<file path="src/rtl/brush_stamper.sv">
// brush_stamper: turns the cursor snapshot into a clipped square brush of
// frame-buffer writes, one candidate pixel per unstalled cycle, row-major.
// Each distinct pen-down snapshot {x, y, colour, width} is stamped once.

module brush_stamper #(
    parameter int H_ACTIVE = 640,
    parameter int V_ACTIVE = 480,
    parameter int COLOR_W  = 4,
    parameter int ADDR_W   = 19
) (
    input  logic               clk_in,
    input  logic               rst_in,
    input  logic               draw_in,
    input  logic [9:0]         cursor_loc_x,
    input  logic [8:0]         cursor_loc_y,
    input  logic [COLOR_W-1:0] cursor_color,
    input  logic [2:0]         stroke_width,
    input  logic               wr_ready_in,
    output logic               wr_valid_out,
    output logic [ADDR_W-1:0]  wr_addr_out,
    output logic [COLOR_W-1:0] wr_data_out,
    output logic               busy_out,
    output logic               stamp_done_out
);

    typedef enum logic {
        IDLE,
        STAMP
    } state_t;

    state_t              r_state;

    // Latched snapshot; doubles as the last-stamp record while r_recValid is set.
    logic [9:0]          r_x;
    logic [8:0]          r_y;
    logic [COLOR_W-1:0]  r_color;
    logic [2:0]          r_w;
    logic                r_recValid;

    // Iterator holds the next candidate offset; r_allIssued marks that the
    // final candidate has already been presented or skipped.
    logic signed [3:0]   r_dx;
    logic signed [3:0]   r_dy;
    logic                r_allIssued;

    logic                r_valid;
    logic [ADDR_W-1:0]   r_addr;
    logic [COLOR_W-1:0]  r_data;
    logic                r_busy;
    logic                r_done;

    logic                w_inIdle;
    logic [9:0]          w_curX;
    logic [8:0]          w_curY;
    logic signed [3:0]   w_wS;
    logic signed [3:0]   w_negW;
    logic signed [3:0]   w_candDx;
    logic signed [3:0]   w_candDy;
    logic signed [10:0]  w_px;
    logic signed [10:0]  w_py;
    logic                w_inBounds;
    logic [ADDR_W-1:0]   w_addr;
    logic                w_isLast;
    logic signed [3:0]   w_nextDx;
    logic signed [3:0]   w_nextDy;
    logic                w_snapChanged;
    logic                w_stall;

    // In IDLE the first candidate comes straight from the live cursor so the
    // first write is presented on the acceptance edge; in STAMP it comes from
    // the latched snapshot and iterator.
    assign w_inIdle   = (r_state == IDLE);
    assign w_curX     = w_inIdle ? cursor_loc_x : r_x;
    assign w_curY     = w_inIdle ? cursor_loc_y : r_y;
    assign w_wS       = $signed({1'b0, (w_inIdle ? stroke_width : r_w)});
    assign w_negW     = -w_wS;
    assign w_candDx   = w_inIdle ? w_negW : r_dx;
    assign w_candDy   = w_inIdle ? w_negW : r_dy;

    assign w_px       = $signed({1'b0, w_curX}) + $signed({{7{w_candDx[3]}}, w_candDx});
    assign w_py       = $signed({2'b00, w_curY}) + $signed({{7{w_candDy[3]}}, w_candDy});

    assign w_inBounds = !w_px[10] && !w_py[10]
                        && (int'(w_px) < H_ACTIVE) && (int'(w_py) < V_ACTIVE);
    assign w_addr     = ADDR_W'(w_py[9:0]) * ADDR_W'(H_ACTIVE) + ADDR_W'(w_px[9:0]);

    assign w_isLast   = (w_candDx == w_wS) && (w_candDy == w_wS);
    assign w_nextDx   = (w_candDx == w_wS) ? w_negW : w_candDx + 4'sd1;
    assign w_nextDy   = (w_candDx == w_wS) ? w_candDy + 4'sd1 : w_candDy;

    assign w_snapChanged = !r_recValid
                           || ({cursor_loc_x, cursor_loc_y, cursor_color, stroke_width}
                               != {r_x, r_y, r_color, r_w});
    assign w_stall    = r_valid && !wr_ready_in;

    // Stamp FSM: accept a new snapshot, walk the brush square, hold on back-pressure.
    always_ff @(posedge clk_in) begin
        if (rst_in) begin
            r_state     <= IDLE;
            r_x         <= '0;
            r_y         <= '0;
            r_color     <= '0;
            r_w         <= '0;
            r_recValid  <= 1'b0;
            r_dx        <= '0;
            r_dy        <= '0;
            r_allIssued <= 1'b0;
            r_valid     <= 1'b0;
            r_addr      <= '0;
            r_data      <= '0;
            r_busy      <= 1'b0;
            r_done      <= 1'b0;
        end else begin
            r_done <= 1'b0;
            case (r_state)
                IDLE: begin
                    if (!draw_in) begin
                        r_recValid <= 1'b0;
                    end else if (w_snapChanged) begin
                        r_x         <= cursor_loc_x;
                        r_y         <= cursor_loc_y;
                        r_color     <= cursor_color;
                        r_w         <= stroke_width;
                        r_recValid  <= 1'b1;
                        r_valid     <= w_inBounds;
                        r_addr      <= w_addr;
                        r_data      <= cursor_color;
                        r_dx        <= w_nextDx;
                        r_dy        <= w_nextDy;
                        r_allIssued <= w_isLast;
                        r_busy      <= 1'b1;
                        r_state     <= STAMP;
                    end
                end
                STAMP: begin
                    if (!w_stall) begin
                        if (r_allIssued) begin
                            r_valid <= 1'b0;
                            r_busy  <= 1'b0;
                            r_done  <= 1'b1;
                            r_state <= IDLE;
                        end else begin
                            r_valid     <= w_inBounds;
                            r_addr      <= w_addr;
                            r_dx        <= w_nextDx;
                            r_dy        <= w_nextDy;
                            r_allIssued <= w_isLast;
                        end
                    end
                end
                default: r_state <= IDLE;
            endcase
        end
    end

    assign wr_valid_out   = r_valid;
    assign wr_addr_out    = r_addr;
    assign wr_data_out    = r_data;
    assign busy_out       = r_busy;
    assign stamp_done_out = r_done;

endmodule

</file>
<file path="config.mk">
export PLATFORM = sky130hd
export DESIGN_NAME = brush_stamper
export DESIGN_NICKNAME = d
export VERILOG_FILES = /design/src/rtl/brush_stamper.sv
export SDC_FILE = /design/constraint.sdc
export NUM_CORES = 1
export LEC_CHECK = 0
export CAP_MARGIN = 30
export CORE_MARGIN = 3
export CORE_UTILIZATION = 51
export CTS_BUF_LIST = sky130_fd_sc_hd__clkbuf_16
export CTS_CLUSTER_DIAMETER = 100
export CTS_CLUSTER_SIZE = 12
export DETAILED_ROUTE_END_ITERATION = 8
export PLACE_DENSITY = 0.74
export SLEW_MARGIN = 20
export SYNTH_ARGS = -nofsm -noshare
export SYNTH_HDL_FRONTEND = slang
export SYNTH_SLANG_ARGS = --single-unit
</file>
<file path="constraint.sdc">
create_clock -name clk_in -period 6.2 [get_ports clk_in]
set_clock_uncertainty 0.05 [all_clocks]
set_input_delay 0.62 -clock clk_in [delete_from_list [all_inputs] [get_ports clk_in]]
set_output_delay 0.62 -clock clk_in [all_outputs]
set_load 0.03 [all_outputs]
</file>
==> summary.md, run 1 <==
| Metric | Value |
|---|---|
| Status | completed |
| WL final | 11.41 mm |
| Remaining DRCs | 0 |
| IO Port Bufs | 55 |
| GPL Wtd Cong | 0.8280 |
| Design area | 0.005659 sq mm |
| CP startpoint kind | input pin |
| Share of layout cells above drive strength 1 | 0.1033 |
| Post-DR wirelength/cell | 16.11 um |
| GR Util All Layers | 0.2312 |
| Cts-stage hold buffer count | 0 |
| Placed Area | 0.005304 sq mm |
| Synth cell types | 60 |
| Critical path type | in2reg |
| Htree depth | 3 |
| Max Cap Violations | 0 |
| Die area | 0.01024 sq mm |
| Final nets | 668 |
| Clk_lat worst skew | 0.33 ns |
| GRT overflow | 0 |
| Clock Path Buffers | 2 |
| Leakage | 2.446 nW |
| Initial core utilization | 0.5271 |
| EDFF count, synth | 0 |
| Most used cell, CP | ha_1 |
| Die span in x | 101.2 um |
| Post-Syn Nets | 615 |
| Compound-cell area share of the yosys netlist | 0.1520 |
| Final min period | 5.796 ns |
| Class of the worst hold path | reg2reg |
| Buffer count from post-CTS setup fixing | 0 |
| RSZ-0062 raised after global routing | no |
| Top delay family on crit path | simple AND/OR/NAND/NOR gates |
| P&R area growth vs syn | 22.51% |
| Synthesized instance count | 542 |
| Crit-path max cell delay | 0.59 ns |
| Drt initial violations | 145 |
| Tcrit/Tclk final | 0.9349 |
| Slowest stage cell, crit path | or4b_4 |
| # resized after CTS | 0 |
| Cells along the critical path | clkdlybuf4s50_1 -> nor2b_1 -> a21oi_1 -> ha_1 -> nor2b_1 -> a21o_1 -> inv_1 -> fa_1 -> or4b_4 -> a221oi_4 -> xor2_2 -> ha_1 -> ha_1 -> nand3_1 -> o2111ai_1 -> xor2_1 -> nand4_1 -> nand3b_1 -> xnor2_1 -> xnor2_1 -> a211oi_1 |
| Fmax | 172.5 MHz |
| Core area | 0.008763 sq mm |
| Root buf cell | clkbuf_16 |
| Largest family of logic cells by synthesized area | simple AND/OR/NAND/NOR gates |
| Max VDD drop | 0.3535 mV |
| Mean post-synth cell area | 8.523 sq um |
| Post-DP HPWL | 8.247 mm |
| Post-synth top flop | dfxtp_1 |
| Initial antenna violation count | 0 |
| Clock sink count | 59 |
| Yosys warning count | 0 |
| Vias in the first global route | 3923 |
| Post-synthesis sequential area ratio | 0.2557 |
| Synth top area share | 0.2557 |
| Worst EP required | 6.39 ns |
| Drt first pass iters | 4 |
| Clock-pin slew on the worst setup and hold paths | 0.06 ns |
| Num CTS Buffers | 9 |
| Final Max Slew Viols | 0 |
| Setup crit end kind | register |
| Final setup violating endpoints | 0 |
| Synth area leader | dfxtp_1 |
| WP data arrival | 5.99 ns |
| Setup_tns | 0 ns |
| Antenna diodes | 0 |
| Post-Synth Simple-Gate Area | 0.1744 |
| Headroom to the max-slew limit | 0.4907 |
| Worst-Margin Slew | 0.7639 ns |
| Cell Pwr Density | 413.5 mW/mm^2 |
| Post-synthesis mux area share | 0.1200 |
| Adder-cell share of the synthesized area | 0.1230 |
| Ys async rst share | 0 |
| Crit Path Max Fanout | 5 |
| Via count | 3996 |
| Num rows | 34 |
| IO Count | 56 |
| Largest net degree at the start of global routing | 61 |
| Antenna Nets Post-Route | 0 |
| Die Ht | 101.2 um |
| CTS tree | yes |
| Synthesized area | 0.004619 sq mm |
| Synth Area in XOR/XNOR | 0.1376 |
| Global-route wire length before repair | 18.89 mm |
| Synth top area cells | dfxtp_1, ha_1, xor2_1 |
| Via-to-Cell Ratio | 5.644 |
| Seq cells post-synth | 59 |
| Hold Vio Cnt, Final | 0 |
| WP buf/inv | 2 |
[Yosys cell counts (3+ instances only)]
cell type  instances
a211oi_1          14
a21o_1             5
a21oi_1           42
buf_1              3
buf_2              3
clkbuf_1          18
dfxtp_1           59
fa_1               4
ha_1              39
inv_1             20
mux2_2            19
mux2i_1           34
nand2_1           43
nand2b_1           3
nand3_1            9
nand4_1            6
nor2_1            63
nor2b_1           10
nor3_1             7
nor4_1             7
o211ai_1           3
o21a_1             7
o21ai_0            5
o21ai_1            5
or3_1              3
xnor2_1           24
xor2_1            44
[logic make-up (layout without fill, tap and decap cells)]
kind of cell | after synthesis | count (layout)
XOR/XNOR | 70 | 70
multiplexers | 53 | 53
buffers and inverters | 45 | 103
flip-flops | 59 | 59
AO/OA/AOI/OAI | 104 | 104
AND/OR/NAND/NOR | 168 | 168
adder cells (fa/ha/maj) | 43 | 43
[sequential cells by signal (all words and copies together) (netlist names)]
register	count
wr_addr_out	19
r_x	10
r_y	9
r_dx	4
r_dy	4
wr_data_out	4
r_w	3
busy_out	1
r_allIssued	1
r_recValid	1
r_state	1
stamp_done_out	1
wr_valid_out	1
[power by group]
part           switching (mW)  total (mW)  leakage, nW  internal [mW]
logic                   0.713        1.29         1.80          0.574
clock network           0.185       0.576        0.163          0.392
registers              0.0382       0.477        0.487          0.439
[stage by stage]
stage / power (mW) / instances / hold slack [ns] / setup slack (ns) / utilization
after global placement: 1.728 / 692 / 0.3883 / 0.2179 / 0.6052
after CTS: 2.344 / 708 / 0.4003 / 0.3226 / 0.6441
after detailed placement: 1.743 / 692 / 0.3924 / 0.03026 / 0.6052
after floorplan: 1.452 / 542 / 0.3819 / 0.5913 / -
final: 2.340 / 708 / 0.4006 / 0.4036 / 0.6458
after global routing: 2.525 / 708 / 0.4221 / 0.01040 / 0.6458
[metal layers]
metal / vias to the layer above / part of all wire / GRT usage
met5: - / 0 / 0
met2: 86 / 0.48 / 0.3974
met3: 10 / 0.054 / 0.05303
li1: 2025 / - / -
met4: 0 / 0.0085 / 0.04908
met1: 1875 / 0.45 / 0.2968
[worst paths after layout]
path,from,endpoint,cells past startpoint,slack [ns]
setup / recovery,stroke_width[0],wr_addr_out[18],21,0.40
hold / removal,wr_addr_out[0],wr_addr_out[0],2,0.40
setup reg to reg,r_state,wr_addr_out[18],21,0.52
hold reg to reg,wr_addr_out[0],wr_addr_out[0],2,0.40
[final cells by class]
class | count | area, sq um
inverter | 21 | 78.83
multi-input combinational | 438 | 3296
tap | 108 | 135.1
clock inverter | 7 | 115.1
timing repair buffer | 66 | 628.1
fill | 725 | 3104
clock buffer | 9 | 225.2
sequential | 59 | 1181
[tightest hold or removal path, cell delays in order (launching register included)]
cell and delay (ns):
dfxtp_1 0.30, nand2_1 0.05, a21oi_1 0.05
[placed cells by master (no fill, tap or decap), drive strengths merged, types with 3 or more instances in the layout]
master,instances
mux2i,34
fa,4
o211ai,3
nand4,6
nand3,9
nor3,8
bufinv,3
inv,22
nand2b,3
xor2,44
a21o,5
clkdlybuf4s50,54
nor2,63
mux2,19
or3,3
nand2,43
o21ai,10
dfxtp,59
clkbuf,9
a21boi,4
a21oi,42
buf,12
nor4,7
ha,39
nor2b,10
o21a,7
a211oi,14
xnor2,25
(Power assumes the default switching activity.)
==> run 2: changes to the inputs <==
--- a/config.mk
+++ b/config.mk
@@ -12,8 +12,9 @@
 export CTS_CLUSTER_DIAMETER = 100
 export CTS_CLUSTER_SIZE = 12
 export DETAILED_ROUTE_END_ITERATION = 8
+export HOLD_SLACK_MARGIN = 0.1
 export PLACE_DENSITY = 0.74
-export SLEW_MARGIN = 20
+export SLEW_MARGIN = 25
 export SYNTH_ARGS = -nofsm -noshare
 export SYNTH_HDL_FRONTEND = slang
 export SYNTH_SLANG_ARGS = --single-unit
==> results of run 2 <==
Same layout as run 1: the final DEF is identical, and so are final timing and power.
==> run 3: changes to the inputs <==
--- a/config.mk
+++ b/config.mk
@@ -6,6 +6,7 @@
 export NUM_CORES = 1
 export LEC_CHECK = 0
 export CAP_MARGIN = 30
+export CORE_ASPECT_RATIO = 0.9
 export CORE_MARGIN = 3
 export CORE_UTILIZATION = 51
 export CTS_BUF_LIST = sky130_fd_sc_hd__clkbuf_16
@@ -13,7 +14,7 @@
 export CTS_CLUSTER_SIZE = 12
 export DETAILED_ROUTE_END_ITERATION = 8
 export HOLD_SLACK_MARGIN = 0.1
-export PLACE_DENSITY = 0.74
+export PLACE_DENSITY = 0.77
 export SLEW_MARGIN = 25
 export SYNTH_ARGS = -nofsm -noshare
 export SYNTH_HDL_FRONTEND = slang
==> constraint.sdc (replaced) <==
create_clock -name clk_in -period 5.2 [get_ports clk_in]
set_clock_uncertainty 0.05 [all_clocks]
set_input_delay 0.52 -clock clk_in [delete_from_list [all_inputs] [get_ports clk_in]]
set_output_delay 0.52 -clock clk_in [all_outputs]
set_load 0.03 [all_outputs]
==> summary.md, run 3 (synthesis gave the netlist of run 1 again) <==
| Metric | Value |
|---|---|
| Clock sink count | 59 (unchanged) |
| Final setup violating endpoints | 0 (unchanged) |
| Max VDD drop | 0.4321 mV (+22%) |
| Core area | 0.008688 sq mm (-0.86%) |
| Clock Path Buffers | 2 (unchanged) |
| Routed met3 length | 428 um (-31%) |
| CP startpoint kind | register |
| Clk_lat worst skew | 0.33 ns (about the same) |
| Final nets | 733 (+9.7%) |
| Class of the worst hold path | reg2reg |
| Tcrit/Tclk final | 0.9672 |
| Critical path depth | 19 (-9.5%) |
| Htree depth | 3 (unchanged) |
| Drt first pass iters | 4 (unchanged) |
| Cts-stage hold buffer count | 0 (unchanged) |
| Die area | 0.01024 sq mm (about the same) |
| Footprint of the multi-input gates | 0.003433 sq mm (+4.2%) |
| Commonest non-fill, non-tap cell in the layout | buf_4 |
| Highest Signal Layer | met4 |
| Initial antenna violation count | 0 (unchanged) |
| Global-route wire length before repair | 20.19 mm (+6.9%) |
| Post-DP HPWL | 9.075 mm (+10%) |
| WL final | 12.72 mm (+11%) |
| WP buf/inv | 3 (+1) |
| Crit-path max cell delay | 0.53 ns (-0.06 ns) |
| Antenna diodes | 0 (unchanged) |
| Reg2reg start | r_state |
| Reg2reg path depth | 19 (-9.5%) |
| IO Port Bufs | 55 (unchanged) |
| Drt initial violations | 275 (+90%) |
| Via-to-Cell Ratio | 5.625 (-0.33%) |
| Critical path type | reg2reg |
| Largest net degree at the start of global routing | 36 (-41%) |
| Remaining DRCs | 0 (unchanged) |
| WP data arrival | 5.22 ns (-0.77 ns) |
| Cells on Worst Hold Path | 2 (unchanged) |
| Setup crit end kind | register |
| Most used cell, CP | xor2_1 |
| Antenna Nets Post-Route | 0 (unchanged) |
| GRT overflow | 0 (unchanged) |
| Via count | 4399 (+10%) |
| Num CTS Buffers | 9 (unchanged) |
| GR Util All Layers | 0.2449 (+0.01371) |
| FILL cells | 613 (-15%) |
| HP Start | wr_addr_out[7] |
| Fmax | 198.8 MHz |
| P&R area growth vs syn | 35.27% |
| Initial core utilization | 0.5317 (+0.004555) |
| GPL Wtd Cong | 0.8874 (+7.2%) |
| Hold Vio Cnt, Final | 0 (unchanged) |
| Die Ht | 96.29 um (-4.8%) |
| Share of layout cells above drive strength 1 | 0.2262 (+0.1229) |
| Status | completed |
| Root buf cell | clkbuf_16 |
| Crit Path Max Fanout | 7 (+2) |
| Largest register FFs | 19 (unchanged) |
| Pwr Total | 3.205 mW (+37%) |
| Num rows | 32 (-5.9%) |
| Worst-Margin Slew | 0.7763 ns (+0.01244 ns) |
| IO Count | 56 (unchanged) |
| Post-DR wirelength/cell | 16.27 um (+0.95%) |
| Hold Slack | 0.4001 ns (-0.0004200 ns) |
| Vias in the first global route | 4311 (+9.9%) |
| Final Max Slew Viols | 0 (unchanged) |
| Setup_tns | 0 ns (unchanged) |
| Critical Path Source | r_state |
| Register Area | 0.001182 sq mm (+0.11%) |
| Worst EP required | 5.39 ns (-1.00 ns) |
| Final min period | 5.029 ns |
| Die span in x | 106.3 um (+5.1%) |
| CTS tree | yes |
| Cell Pwr Density | 512.9 mW/mm^2 (+24%) |
| Met1 wire length | 5.422 mm (+4.9%) |
| Slowest stage cell, crit path | or4b_4 |
| Top delay family on crit path | adder cells |
| Max Cap Violations | 0 (unchanged) |
| Clock-pin slew on the worst setup and hold paths | 0.05 ns (about the same) |
| Leakage | 2.783 nW (+14%) |
| Commonest cells after routing, fill and taps aside | buf_4, nor2_1, dfxtp_1 |
| Headroom to the max-slew limit | 0.4796 (-0.01111) |
| Met2 WL | 6.604 mm (+20%) |
| Cells along the critical path | mux2i_2 -> ha_4 -> nor2b_4 -> a21o_1 -> inv_2 -> fa_2 -> or4b_4 -> a221oi_4 -> xor2_1 -> ha_1 -> ha_4 -> nand3_2 -> o2111ai_2 -> xor2_1 -> nand4_1 -> buf_4 -> buf_4 -> xor2_1 -> a211oi_1 |
run 3: layout make-up:
| type | instances | share of cell area |
|---|---|---|
| Timing Repair Buffer | 131 | 0.1814 |
| Sequential cell | 59 | 0.1892 |
| Tap cell | 119 | 0.02383 |
| Multi-Input combinational cell | 438 | 0.5495 |
| Inverter | 21 | 0.01262 |
| Clock inverter | 5 | 0.007409 |
| Clock buffer | 9 | 0.03604 |
run 3: repair_timing:
item / in CTS / in global routing
cloned: 0 / 0
buffers inserted: 3 / 7
pin swaps: 4 / 20
resized for setup: 8 / 26
endpoints found under the setup margin: 4 / 7
run 3: final timing paths:
check	end	slack (ns)
hold / removal	wr_addr_out[7]	0.40
setup / recovery	wr_addr_out[16]	0.17
setup reg to reg	wr_addr_out[16]	0.17
hold reg to reg	wr_addr_out[7]	0.40
run 3: per-layer routing:
metal  vias to the layer above  track usage
met4                         0      0.08091
met2                       105       0.4573
met5                         -            0
li1                       2146            -
met3                        18      0.03890
met1                      2130       0.2875
run 3: worst register-to-register path, cell delays in order, from the launching register on:
cell	delay, ns
dfxtp_2	0.46
mux2i_2	0.34
ha_4	0.18
nor2b_4	0.16
a21o_1	0.19
inv_2	0.06
fa_2	0.39
or4b_4	0.53
a221oi_4	0.36
xor2_1	0.28
ha_1	0.31
ha_4	0.29
nand3_2	0.07
o2111ai_2	0.21
xor2_1	0.22
nand4_1	0.16
buf_4	0.17
buf_4	0.12
xor2_1	0.16
a211oi_1	0.22
run 3: per-stage QoR:
step	util	instances	area, sq um	setup WS [ns]
after floorplan	-	542	4637	0.007062
after global placement	0.6591	757	5727	-0.2903
after detailed placement	0.6614	758	5747	-0.4576
after CTS	0.6983	775	6067	0.0004103
after global routing	0.7192	782	6248	-0.07948
final	0.7192	782	6248	0.1706
run 3: report_power, final:
part	internal [mW]	leakage, nW	switching, mW	total, mW
sequential	0.524	0.487	0.0463	0.570
clock	0.359	0.134	0.202	0.560
combinational	1.08	2.16	0.996	2.07
total	1.96	2.78	1.24	3.20
==> variant 1: new RTL, flow settings as in run 3 <==
Change the parameter `COLOR_W` from 4 to 6.
--- a/src/rtl/brush_stamper.sv
+++ b/src/rtl/brush_stamper.sv
@@ -5,7 +5,7 @@
 module brush_stamper #(
     parameter int H_ACTIVE = 640,
     parameter int V_ACTIVE = 480,
-    parameter int COLOR_W  = 4,
+    parameter int COLOR_W  = 6,
     parameter int ADDR_W   = 19
 ) (
     input  logic               clk_in,
Ports: changed (resized cursor_color and wr_data_out); port bits go from 56 to 60. No check against the original RTL was run, so the function may have changed too.
==> variant 1 against run 3 <==
Worst setup slack got worse by 7.2 ps. Global-route usage up 2.1 points. Wire length increased by 15%. Sequential cell count up 2. Design area increased by 5.4%. Area after synthesis up 6.4%. Power fell by 1.1%. Core utilization is 0.71 points lower. Hold slack worse by 1.0 ps. Largest power group unchanged. Highest routed layer unchanged.
==> variant 1: results (changes against run 3) <==
| Metric | Value |
|---|---|
| Setup slack, reg-to-reg | 270 ps (+100 ps) |
| Critical path origin | stroke_width[1] |
| Crit path to | wr_addr_out[18] |
| Final hold slack | 399 ps (-1.02 ps) |
| Multiplexer share of the synthesized area | 11.3% (-0.74 points) |
| Pre-Repair DR Iteration Count | 5 (+1) |
| Xor and xnor area share after synthesis | 14.1% (+0.30 points) |
| Cell variety after synth | 59 (-1.7%) |
| Largest net degree at the start of global routing | 62 (+72%) |
| Final #Nets | 768 (+4.8%) |
| Starting DRT DRC Count | 240 (-13%) |
| Gr usage total | 26.6% (+2.1 points) |
| Internal | 1.89 mW (-3.6%) |
| Layout cells sized above 1 | 22.3% (-0.27 points) |
| Post-synthesis compound-gate area fraction | 17.4% (+2.2 points) |
| First-pass GRT wire length | 22700 um (+13%) |
| Combinational fraction of design power | 62.4% (-2.3 points) |
| Static Leakage | 2.82 nW (+1.4%) |
| Outcome | completed |
| Max_slew headroom | 51.2% (+3.2 points) |
| Switch Pwr | 1.28 mW (+2.7%) |
| Clk pwr | 610 uW (+8.9%) |
| Hold Startpoint | wr_addr_out[4] |
| Maximum VDD drop | 0.503 mV (+16%) |
| Post-CTS resize count | 1 (-7) |
| Via density | 5.82 (+3.5%) |
[variant 1: cell types whose count changed after synthesis, moves of 4 or more]
cell / run 3 / this run
xnor2_1: 24 / 46
xor2_1: 44 / 25
clkbuf_1: 18 / 8
nor2_1: 63 / 54
o21ai_0: 5 / 14
inv_1: 20 / 28
a21o_1: 5 / 12
buf_2: 3 / 9
and3_1: 2 / 7
o21ai_1: 5 / 0
nor2b_1: 10 / 6
[variant 1: area by class of cell]
| cell class | count | share of cell area, % |
|---|---|---|
| multi-input combinational | 458 | 55.4 |
| sequential | 61 | 18.5 |
| timing repair buffer | 135 | 17.6 |
| clock buffer | 9 | 3.42 |
| tap | 122 | 2.32 |
| inverter | 28 | 1.60 |
| clock inverter | 7 | 1.10 |
[variant 1: routing by layer]
layer  track usage (%)  vias up  wire length (um)
met1              34.2     2248              6220
met5                 0        -                 0
met4              11.0        0               487
li1                  -     2290                 -
met3              5.97       40              1050
met2              43.0      195              6870
==> variant 2: new RTL, settings of run 3 <==
Without the edit above. Make the reset (`rst_in`) asynchronous in one clocked block.
--- a/src/rtl/brush_stamper.sv
+++ b/src/rtl/brush_stamper.sv
@@ -94,7 +94,7 @@
     assign w_stall    = r_valid && !wr_ready_in;
 
     // Stamp FSM: accept a new snapshot, walk the brush square, hold on back-pressure.
-    always_ff @(posedge clk_in) begin
+    always_ff @(posedge clk_in or posedge rst_in) begin
         if (rst_in) begin
             r_state     <= IDLE;
             r_x         <= '0;
Behaviour: differs if rst_in is asserted again (counterexample within 4 cycles, from zero or initial values and one cycle with rst_in high); with rst_in held inactive, the same outputs for 4 cycles.
==> variant 2 against run 3 <==
Synthesized cell count decreased by 12%. Hold slack gained 26 ps. Design area fell by 6.0%. Critical path type is now primary input to flop. Area after synthesis up 2.9%. Wire length shrank 17%. Worst setup slack better by 55 ps. Register-to-register slack better by 200 ps. Maximum frequency increased by 1.1%. Sequential cell count stayed put.
Power is left out: the tool's default activity adds up to more than one toggle a clock period on the data nets, which glitch-free logic cannot reach.
==> variant 2: results (changes against run 3) <==
| Metric | Value |
|---|---|
| Fillers | 696 (+14%) |
| Top post-synthesis cells by area | dfrtp_1 (31%), mux2_2 (11%), ha_1 (10%), xnor2_1 (8.3%), xor2_1 (5.2%) |
| Worst-Margin Slew | 903 ps (+127 ps) |
| Syn_nets | 550 (-11%) |
| Post-CTS resize count | 0 (-8) |
| Xor and xnor area share after synthesis | 14.0% (+0.19 points) |
| Gr usage total | 20.9% (-3.6 points) |
| Worst min-delay path class | flop to flop |
| Reg-to-Reg End | wr_addr_out[18] |
| Cell variety after synth | 61 (+1.7%) |
| CP Data Arrival Time | 5180 ps (-40 ps) |
| Reg2reg start | r_state |
| Hold Startpoint | wr_addr_out[12] |
| Total CTS buffers | 9 (unchanged) |
| List of most frequent post-synthesis cells | dfrtp_1 (59), mux2_2 (45), xnor2_1 (45), ha_1 (39), nand2_1 (39) |
| Outcome | completed |
| Via density | 5.50 (-2.2%) |
| Setup slack, reg-to-reg | 370 ps (+200 ps) |
| Critical path origin | stroke_width[0] |
| Final hold slack | 426 ps (+25.9 ps) |
| FF-to-FF path depth | 22 (+3) |
| Final GP Congestion | 0.813 (-8.4%) |
| Layout cells sized above 1 | 20.4% (-2.2 points) |
| Register area share after synthesis | 31.1% (+5.5 points) |
| CP max FO | 3 (-4) |
| Top FF cell, synth | dfrtp_1 |
| Worst Hold End | wr_addr_out[12] |
| Crit-path slowest cell | clkdlybuf4s50_1 |
| Wire length after detailed routing | 10600 um (-17%) |
| Pre-Repair DR Iteration Count | 5 (+1) |
| Synth async-reset ratio | 100% (+100 points) |
| Multiplexer share of the synthesized area | 13.9% (+1.9 points) |
| Starting DRT DRC Count | 157 (-43%) |
| Number of global-route vias before repair | 3720 (-14%) |
| Largest net degree at the start of global routing | 37 (+2.8%) |
| Adder-Cell Fraction of Synth Area | 12.0% (-0.35 points) |
==> variant 2: changes by cell type in the layout (fill, tap and decap cells not counted), sizes merged, moves of 20 or more <==
cell / before / now
buf: 77 / 22
dfrtp: 0 / 59
dfxtp: 59 / 0
mux2: 19 / 48
mux2i: 34 / 9
nor2: 63 / 18
o21ai: 10 / 30
xnor2: 25 / 45
==> variant 2: per-stage QoR <==
| stage | util [%] | instances | setup WS, ps | TNS (ps) | instance area (um^2) |
|---|---|---|---|---|---|
| floorplan | - | 477 | 157 | 0 | 4750 |
| detailed placement | 63.0 | 656 | -179 | -413 | 5550 |
| global placement | 63.0 | 656 | 54.7 | 0 | 5550 |
| finish | 66.6 | 672 | 225 | 0 | 5870 |
| global route | 66.6 | 672 | -6.19 | -6.19 | 5870 |
| CTS | 65.9 | 671 | 132 | 0 | 5800 |
==> variant 2: routing by layer <==
| layer | track usage [%] | vias to the layer above | wire (um) |
|---|---|---|---|
| li1 | - | 1835 | - |
| met1 | 27.6 | 1775 | 4760 |
| met2 | 34.5 | 68 | 5240 |
| met3 | 4.58 | 18 | 426 |
| met4 | 5.73 | 0 | 174 |
| met5 | 0 | - | 0 |
==> variant 2: worst max-delay path by stage <==
stage	endpoint
after floorplan	wr_addr_out[18]
after CTS	wr_addr_out[18]
after global placement	wr_addr_out[18]
after global routing	wr_addr_out[18]
final	wr_addr_out[18]
after detailed placement	wr_addr_out[18]
==> variant 2: cell type report <==
type / count / area, um^2 / area share [%]
well taps: 119 / 149 / 2.54
repair buffers: 77 / 716 / 12.2
inverters: 26 / 97.6 / 1.66
flip-flops and latches: 59 / 1480 / 25.2
clock buffers: 9 / 225 / 3.84
multi-input cells: 376 / 3180 / 54.2
clock inverters: 6 / 26.3 / 0.448
